## config.mk

```make
export PLATFORM = sky130hd
export DESIGN_NAME = count2421_seq
export DESIGN_NICKNAME = d
export VERILOG_FILES = /design/src/rtl/count2421_seq.sv
export SDC_FILE = /design/constraint.sdc
export NUM_CORES = 1
export LEC_CHECK = 0
export BUFFER_PORTS_ARGS = -buffer_cell sky130_fd_sc_hd__buf_2
export CAP_MARGIN = 20
export CORE_MARGIN = 1
export CORE_UTILIZATION = 40
export DETAILED_ROUTE_END_ITERATION = 10
export GPL_TIMING_DRIVEN = 0
export MAX_ROUTING_LAYER = met4
export PLACE_DENSITY_LB_ADDON = 0.1
export SYNTH_ARGS = -nofsm -noshare
export SYNTH_HDL_FRONTEND = slang
export SYNTH_SLANG_ARGS = --single-unit
export TNS_END_PERCENT = 50
```

## constraint.sdc

```tcl
create_clock -name clock -period 5.1 [get_ports clock]
set_clock_uncertainty 0.2 [all_clocks]
set_input_delay 1.02 -clock clock [delete_from_list [all_inputs] [get_ports clock]]
set_output_delay 1.02 -clock clock [all_outputs]
set_load 0.005 [all_outputs]
```

## src/rtl/count2421_seq.sv

```systemverilog
// count2421_seq: cascaded 2421 (Aiken) BCD counter with run/pause/done control and snapshot handshake.
// Optional up/down counting is enabled by defining COUNT2421_DOWN_EN (adds the 'down' input).
module count2421_seq #(
    parameter int DIGITS = 4
) (
    input  logic                clock,
    input  logic                reset,
    input  logic                cmd_start,
    input  logic                cmd_stop,
    input  logic                cmd_clear,
    input  logic                tick,
`ifdef COUNT2421_DOWN_EN
    input  logic                down,
`endif
    input  logic [4*DIGITS-1:0] limit,
    output logic [4*DIGITS-1:0] count,
    output logic                busy,
    output logic                done,
    output logic                wrap,
    output logic                err,
    output logic                snap_valid,
    input  logic                snap_ready,
    output logic [4*DIGITS-1:0] snap,
    output logic                snap_ovf
);
    localparam int W = 4 * DIGITS;
    typedef enum logic [1:0] {IDLE, RUN, PAUSE, DONE} state_t;
    state_t         state, state_n;
    logic [W-1:0]   count_n, cnt_adv;
    logic           done_n, wrap_n, err_n, roll, lim_ok, capture, dn, c;
    logic [3:0]     d;

`ifdef COUNT2421_DOWN_EN
    assign dn = down;
`else
    assign dn = 1'b0;
`endif

    function automatic logic [3:0] dec(input logic [3:0] code);
        return code[3] ? code - 4'd6 : code;
    endfunction

    function automatic logic [3:0] enc(input logic [3:0] val);
        return (val >= 4'd5) ? val + 4'd6 : val;
    endfunction

    // ripple the +1/-1 through the digits; roll marks a full wrap of the whole counter
    always_comb begin
        cnt_adv = count;
        c = 1'b1;
        d = '0;
        for (int i = 0; i < DIGITS; i++) begin
            d = count[4*i +: 4];
            if (c)
                cnt_adv[4*i +: 4] = dn ? ((d == 4'h0) ? 4'hF : enc(dec(d) - 4'd1))
                                       : ((d == 4'hF) ? 4'h0 : enc(dec(d) + 4'd1));
            c = c & (d == (dn ? 4'h0 : 4'hF));
        end
        roll = c;
    end

    // a limit is usable only if no digit falls in the unused 0101..1010 gap
    always_comb begin
        lim_ok = 1'b1;
        for (int i = 0; i < DIGITS; i++)
            lim_ok = lim_ok & ~((limit[4*i +: 4] >= 4'd5) && (limit[4*i +: 4] <= 4'd10));
    end

    // next state and count, honouring clear > start > stop > tick
    always_comb begin
        state_n = state;
        count_n = count;
        done_n  = 1'b0;
        wrap_n  = 1'b0;
        err_n   = 1'b0;
        if (cmd_clear) begin
            state_n = IDLE;
            count_n = '0;
        end else if (cmd_start && state != RUN) begin
            if (!lim_ok)
                err_n = 1'b1;
            else begin
                state_n = RUN;
                count_n = (state == PAUSE) ? count : '0;
            end
        end else if (state == RUN && cmd_stop) begin
            state_n = PAUSE;
        end else if (state == RUN && tick) begin
            count_n = cnt_adv;
            wrap_n  = roll;
            if (limit != '0 && cnt_adv == limit) begin
                state_n = DONE;
                done_n  = 1'b1;
            end
        end
    end

    assign capture = (state == RUN) && (state_n == PAUSE || state_n == DONE);

    // state, count and one-cycle status pulses
    always_ff @(posedge clock) begin
        if (reset) begin
            state <= IDLE;
            count <= '0;
            done  <= 1'b0;
            wrap  <= 1'b0;
            err   <= 1'b0;
        end else begin
            state <= state_n;
            count <= count_n;
            done  <= done_n;
            wrap  <= wrap_n;
            err   <= err_n;
        end
    end

    // snapshot register: an unconsumed snapshot is never overwritten, overflow is sticky
    always_ff @(posedge clock) begin
        if (reset || cmd_clear) begin
            snap       <= '0;
            snap_valid <= 1'b0;
            snap_ovf   <= 1'b0;
        end else if (capture) begin
            if (snap_valid && !snap_ready)
                snap_ovf <= 1'b1;
            else begin
                snap       <= count_n;
                snap_valid <= 1'b1;
            end
        end else if (snap_ready) begin
            snap_valid <= 1'b0;
        end
    end

    // busy reflects the RUN state only
    always_comb busy = (state == RUN);
endmodule

```

Word-level counts from Yosys, hierarchy flattened. Cells that the tools add are included. Widths: inputs -> output; s select.

Bits in registers: 39. Input bits: 23.

Reduce and logical (&&, ||, !) cells: 20. Equal/unequal tests: 11. Mux-type cells: 32. Magnitude comparators: 12. Add/sub/neg operators: 12. Bitwise logic cells: 13.

Operators with widths (count): $mux 16 (6); $mux 4 (15); $ge 4x3->1 const B (8); $add 4x1->4 const B (4); $add 4x3->4 const B (4); $eq 16x16->1 (1); $eq 4x4->1 const B (4); $le 4x4->1 const B (4); $reduce_bool 16->1 (1); $sub 4x3->4 const B (4); $mux 2 (6); $logic_and 1x1->1 (10); $not 1->1 (7); $and 1x1->1 (6); $eq 2x2->1 const B (3); $reduce_and 2->1 (3); $mux 1 (5); $reduce_or 5->1 (1); $reduce_or 3->1 (1); $eq 2x1->1 const B (1); $logic_or 1x1->1 (2); $ne 2x1->1 const B (1); $ne 2x2->1 const B (1); $reduce_bool 2->1 (1); $logic_not 1->1 (1).

Longest topological paths before layout.
Word-level depth: 19. Gate-level depth with buffers: 17. Depth with buffers taken out: 14.

Worst setup path after synthesis. OpenSTA, ideal clock, no wires.

Path type: reg2reg. Start: register count[11]. End: register snap[0]. Stages on the path, launching flop included: 17. Slack: 1201 ps. Data required time: 4779 ps. Library setup time: 121 ps. Arrival time: 3578 ps. Path through: dfxtp_1 -> buf_2 -> xor2_1 -> inv_1 -> ha_1 -> inv_1 -> ha_1 -> inv_1 -> a31oi_1 -> o41a_1 -> xnor2_1 -> or4b_1 -> nand4b_1 -> a211o_1 -> buf_6 -> buf_12 -> mux2_4.

Longest elaborated chain between the ends: 18. Elaborated cells between the ends (all ways): 23. Classes of those cells: 3 x add/sub; 1 x order compare; 4 x eq/ne; 10 x mux; 1 x bitwise; 4 x reduce/logical.

Ends and longest elaborated chain: start: declaration (line 16) `output logic [4*DIGITS-1:0] count,`; start signal: assignment (line 110) `count <= count_n;`; $sub 4x3->4 (line 40) `return code[3] ? code - 4'd6 : code;`; $mux 4 (line 40); $add 4x1->4 (line 56) `: ((d == 4'hF) ? 4'h0 : enc(dec(d) + 4'd1));`; $add 4x3->4 / $ge 4x3->1 (equally long branches) (line 44) `return (val >= 4'd5) ? val + 4'd6 : val;`; $mux 4 (line 44); $mux 4 (line 56); $mux 4 (line 54) `if (c)`; $eq 16x16->1 * (line 91) `if (limit != '0 && cnt_adv == limit) begin`; [... 2 more ...]; $mux 2 * (line 88) `end else if (state == RUN && tick) begin`; $mux 2 * (line 86) `end else if (state == RUN && cmd_stop) begin`; $mux 2 * (line 79) `end else if (cmd_start && state != RUN) begin`; $mux 2 * (line 76) `if (cmd_clear) begin`; $eq 2x2->1 (line 98) `assign capture = (state == RUN) && (state_n == PAUSE || state_n == DONE);`; $logic_or 1x1->1 * (line 98); $logic_and 1x1->1 * (line 98); $reduce_and 2->1 (no line) *; end signal: assignment (line 127) `snap <= count_n;`; end: declaration (line 23) `output logic [4*DIGITS-1:0] snap,`.

Mark *: on every way between the ends. The rest lies on a longest branch, timed or not. A chain may end at the register's enable or synchronous reset.

Worst setup path in the final report.
Start: register count[13]. End: register snap[11].

Longest elaborated chain between the ends: 18. Elaborated cells between the ends (all ways): 21. Classes of those cells: 3 x add/sub; 1 x order compare; 4 x eq/ne; 9 x mux; 4 x reduce/logical.

Ends and longest elaborated chain (line): $sub 4x3->4 (40); $mux 4 (40); $add 4x1->4 (56); $add 4x3->4 / $ge 4x3->1 (equally long branches) (44); $mux 4 (44); $mux 4 (56); $mux 4 * (54); $eq 16x16->1 * (91); [... 2 more ...]; $mux 2 * (88); $mux 2 * (86); $mux 2 * (79); $mux 2 * (76); $eq 2x2->1 (98); $logic_or 1x1->1 * (98); $logic_and 1x1->1 * (98); $reduce_and 2->1 (no line) *.

Marks and branches as above.

==> results.yml <==
synthesis:
  synth-async-reset-ratio_pct: 0
  syn_area_per_cell_sq_um: 8.21
  mappedNetlistNets: 449
  ys_seq_area_share_pct: 23.2
  synth_top_cells_by_area: "dfxtp_1 (23%), ha_1 (5.9%), mux2_4 (4.5%), nand2_1 (3.7%), nor2_1 (3.2%)"
  synth_cell_type_count: 68
  synth-main-ff-cell: "dfxtp_1"
  synth_edf_count: 0
  synth_area_sq_um: 3370
  synth_top_area_cell: "dfxtp_1"
  ys_seq_elements: 39
  ys_warn_count: 0
  synth_cells: 410
  synth_top_cell_area_share_pct: 23.2
timing:
  fmax_mhz: 225
  whs_ns: 0.279
  slew_violations: 0
  min_period_ns: 4.45
  finalCritPeriodShare_pct: 87.2
  grt_setup_unrepaired: "no"
  tightest_slew_ns: 1.11
  slew_headroom_pct: 24.2
  setup-violations-final: 0
  tns_ns: 0
  final_hold_viol_count: 0
clock_network:
  cts_resized: 0
  clk_latency_ns: 0.30
  post_cts_buffers: 0
  cts.sinks: 39
  hold_buffers: 0
  cts_tree: "built"
  clk_pin_slew_ns: 0.09
  numCtsBuffers: 5
  htreeDepth: 2
  clk_path_buf_depth: 2
  root_buffer: "clkbuf_8"
worst_setup_path:
  endpoint_kind: "flop"
  critical_path_required_ns: 5.09
  crit_fanout: 10
  worstPathArrival_ns: 4.43
  critPathLaunchType: "flop"
  criticalPathCategory: "reg -> reg"
cells_and_area:
  nets: 513
  diodes: 0
  drive_above_1_share_pct: 23.2
  syn2layout_area_growth_pct: 15.5
drt:
  routed-via-count: 3348
  drtPass1Iterations: 5
  route.detailed.drc: 0
  vias_per_cell: 5.78
  drtIter0Drc: 124
  routed_wl_um: 9550
  antenna_left: 0
  wl_per_cell_um: 16.5
global_route:
  grt_pass1_wl_um: 15600
  grt_use_total_pct: 23.3
  first_global_vias: 3089
  antenna_found_initial: 0
  grt_start_max_net_pins: 13
  grt_overflow_total: 0
die:
  ioPinCount: 61
  fp.dieW_um: 93.7
  core_area_sq_um: 8180
  rows: 33
  dieArea_sq_um: 8790
  die_y_um: 93.7
  start_util_pct: 41.2
status:
  status: "complete, no violations"
worst_hold_path:
  hp-class: "reg -> reg"
job:
  drv_cap: 0
pwr:
  ir_worst_vdd_uv: 116
  powerDensity_nw_per_um2: 162
  p_leak_nw: 1.64
placed_design:
  numPortBuffers: 57
  dpl.hpwl_um: 7370
  gp_congestion: 0.904
-- placed cells by master, fill, tap and decap left out, types with 12 or more instances in the layout --
| cell | count |
|---|---|
| nand3_1 | 13 |
| and2_1 | 17 |
| nor3_1 | 17 |
| inv_1 | 18 |
| buf_2 | 64 |
| ha_1 | 16 |
| nor2_1 | 29 |
| nand2_1 | 33 |
| nor4_1 | 12 |
| xnor2_1 | 12 |
| dfxtp_1 | 39 |
-- area by class of cell --
cell class,count,area (sq um)
Clock buffer,5,68.8
Buffer,25,154
Fill cell,830,4290
Tap cell,105,131
Inverter,18,67.6
Multi-Input combinational cell,328,2360
Timing Repair Buffer,57,285
Sequential cell,39,781
Clock inverter,2,37.5
-- where the power goes --
| group | switching, mW | internal (mW) | leakage [nW] | total (mW) |
|---|---|---|---|---|
| registers | 0.000436 | 0.305 | 0.314 | 0.305 |
| clock network | 0.121 | 0.143 | 0.0502 | 0.264 |
| logic | 0.0358 | 0.0234 | 1.27 | 0.0592 |
-- synthesized netlist by cell type (all sizes together), types with 3 or more instances --
| library cell | number |
|---|---|
| a211oi | 3 |
| nand3 | 14 |
| nand2 | 34 |
| or4 | 4 |
| o21ai | 10 |
| a211o | 3 |
| nand4 | 8 |
| clkbuf | 12 |
| or4b | 3 |
| nand3b | 5 |
| mux2i | 10 |
| a2111oi | 5 |
| and2 | 17 |
| o211ai | 3 |
| and4 | 4 |
| o31ai | 3 |
| o22ai | 6 |
| nor3 | 17 |
| a31oi | 4 |
| o21a | 3 |
| buf | 13 |
| mux2 | 19 |
| a21oi | 11 |
| nand4bb | 3 |
| nand2b | 6 |
| inv | 18 |
| xor2 | 10 |
| nor2 | 29 |
| ha | 16 |
| o31a | 4 |
| dfxtp | 39 |
| xnor2 | 12 |
| a21boi | 3 |
| and3 | 8 |
| or3 | 3 |
| nor4 | 12 |
| nand4b | 4 |
| nor2b | 4 |
| a21bo | 4 |
-- final timing paths --
kind	cells past startpoint	startpoint	slack [ns]	endpoint
hold / removal	1	snap_ovf	0.28	snap_ovf
hold reg to reg	1	snap_ovf	0.28	snap_ovf
setup / recovery	15	count[13]	0.65	snap[11]
setup reg to reg	15	count[13]	0.65	snap[11]
-- worst max-delay path, cell delays in order (launching register included) --
cell and delay (ns):
dfxtp_1 0.36, clkbuf_1 0.32, xor2_1 0.22, inv_1 0.06, ha_1 0.34, inv_1 0.14
ha_1 0.17, a21boi_0 0.33, nor3_1 0.13, or4_1 0.57, nor4_1 0.27, nand4b_1 0.27
a211o_1 0.37, buf_6 0.14, buf_12 0.15, mux2_4 0.29
-- per-stage QoR --
| stage | utilization [%] | worst slack (ns) | power [mW] | area [sq um] | std cells |
|---|---|---|---|---|---|
| final | 47.6 | 0.654 | 0.629 | 3890 | 579 |
| after detailed placement | 46.3 | 0.711 | 0.371 | 3780 | 572 |
| after global routing | 47.6 | 0.441 | 0.656 | 3890 | 579 |
| after CTS | 47.6 | 0.677 | 0.635 | 3890 | 579 |
| after floorplan | - | 1.20 | 0.345 | 3370 | 410 |
| after global placement | 46.3 | 0.729 | 0.371 | 3780 | 572 |
-- logic make-up (layout without fill, tap and decap cells) --
kind of cell,Yosys count,count (layout),synth area share [%]
simple gates,184,184,31.0
compound gates,77,77,17.0
buf+inv,43,107,6.58
flops,39,39,23.2
mux,29,29,10.6
xor+xnor,22,22,5.72
fa+ha+maj,16,16,5.95
-- metal layers --
layer | global-route usage (%) | up-vias | part of all wire [%]
met5 | - | - | 0
met4 | 5.51 | 0 | 1.1
met3 | 2.67 | 11 | 4.9
met2 | 35.7 | 116 | 45
met1 | 32.6 | 1576 | 49
li1 | - | 1645 | -
-- sequential cells by signal, indices dropped and copies added (netlist names) --
register    cells
wrap            1
err             1
snap_valid      1
snap_ovf        1
state           2
count          16
snap           16
done            1
No activity file was read; power rests on OpenSTA's default activity.
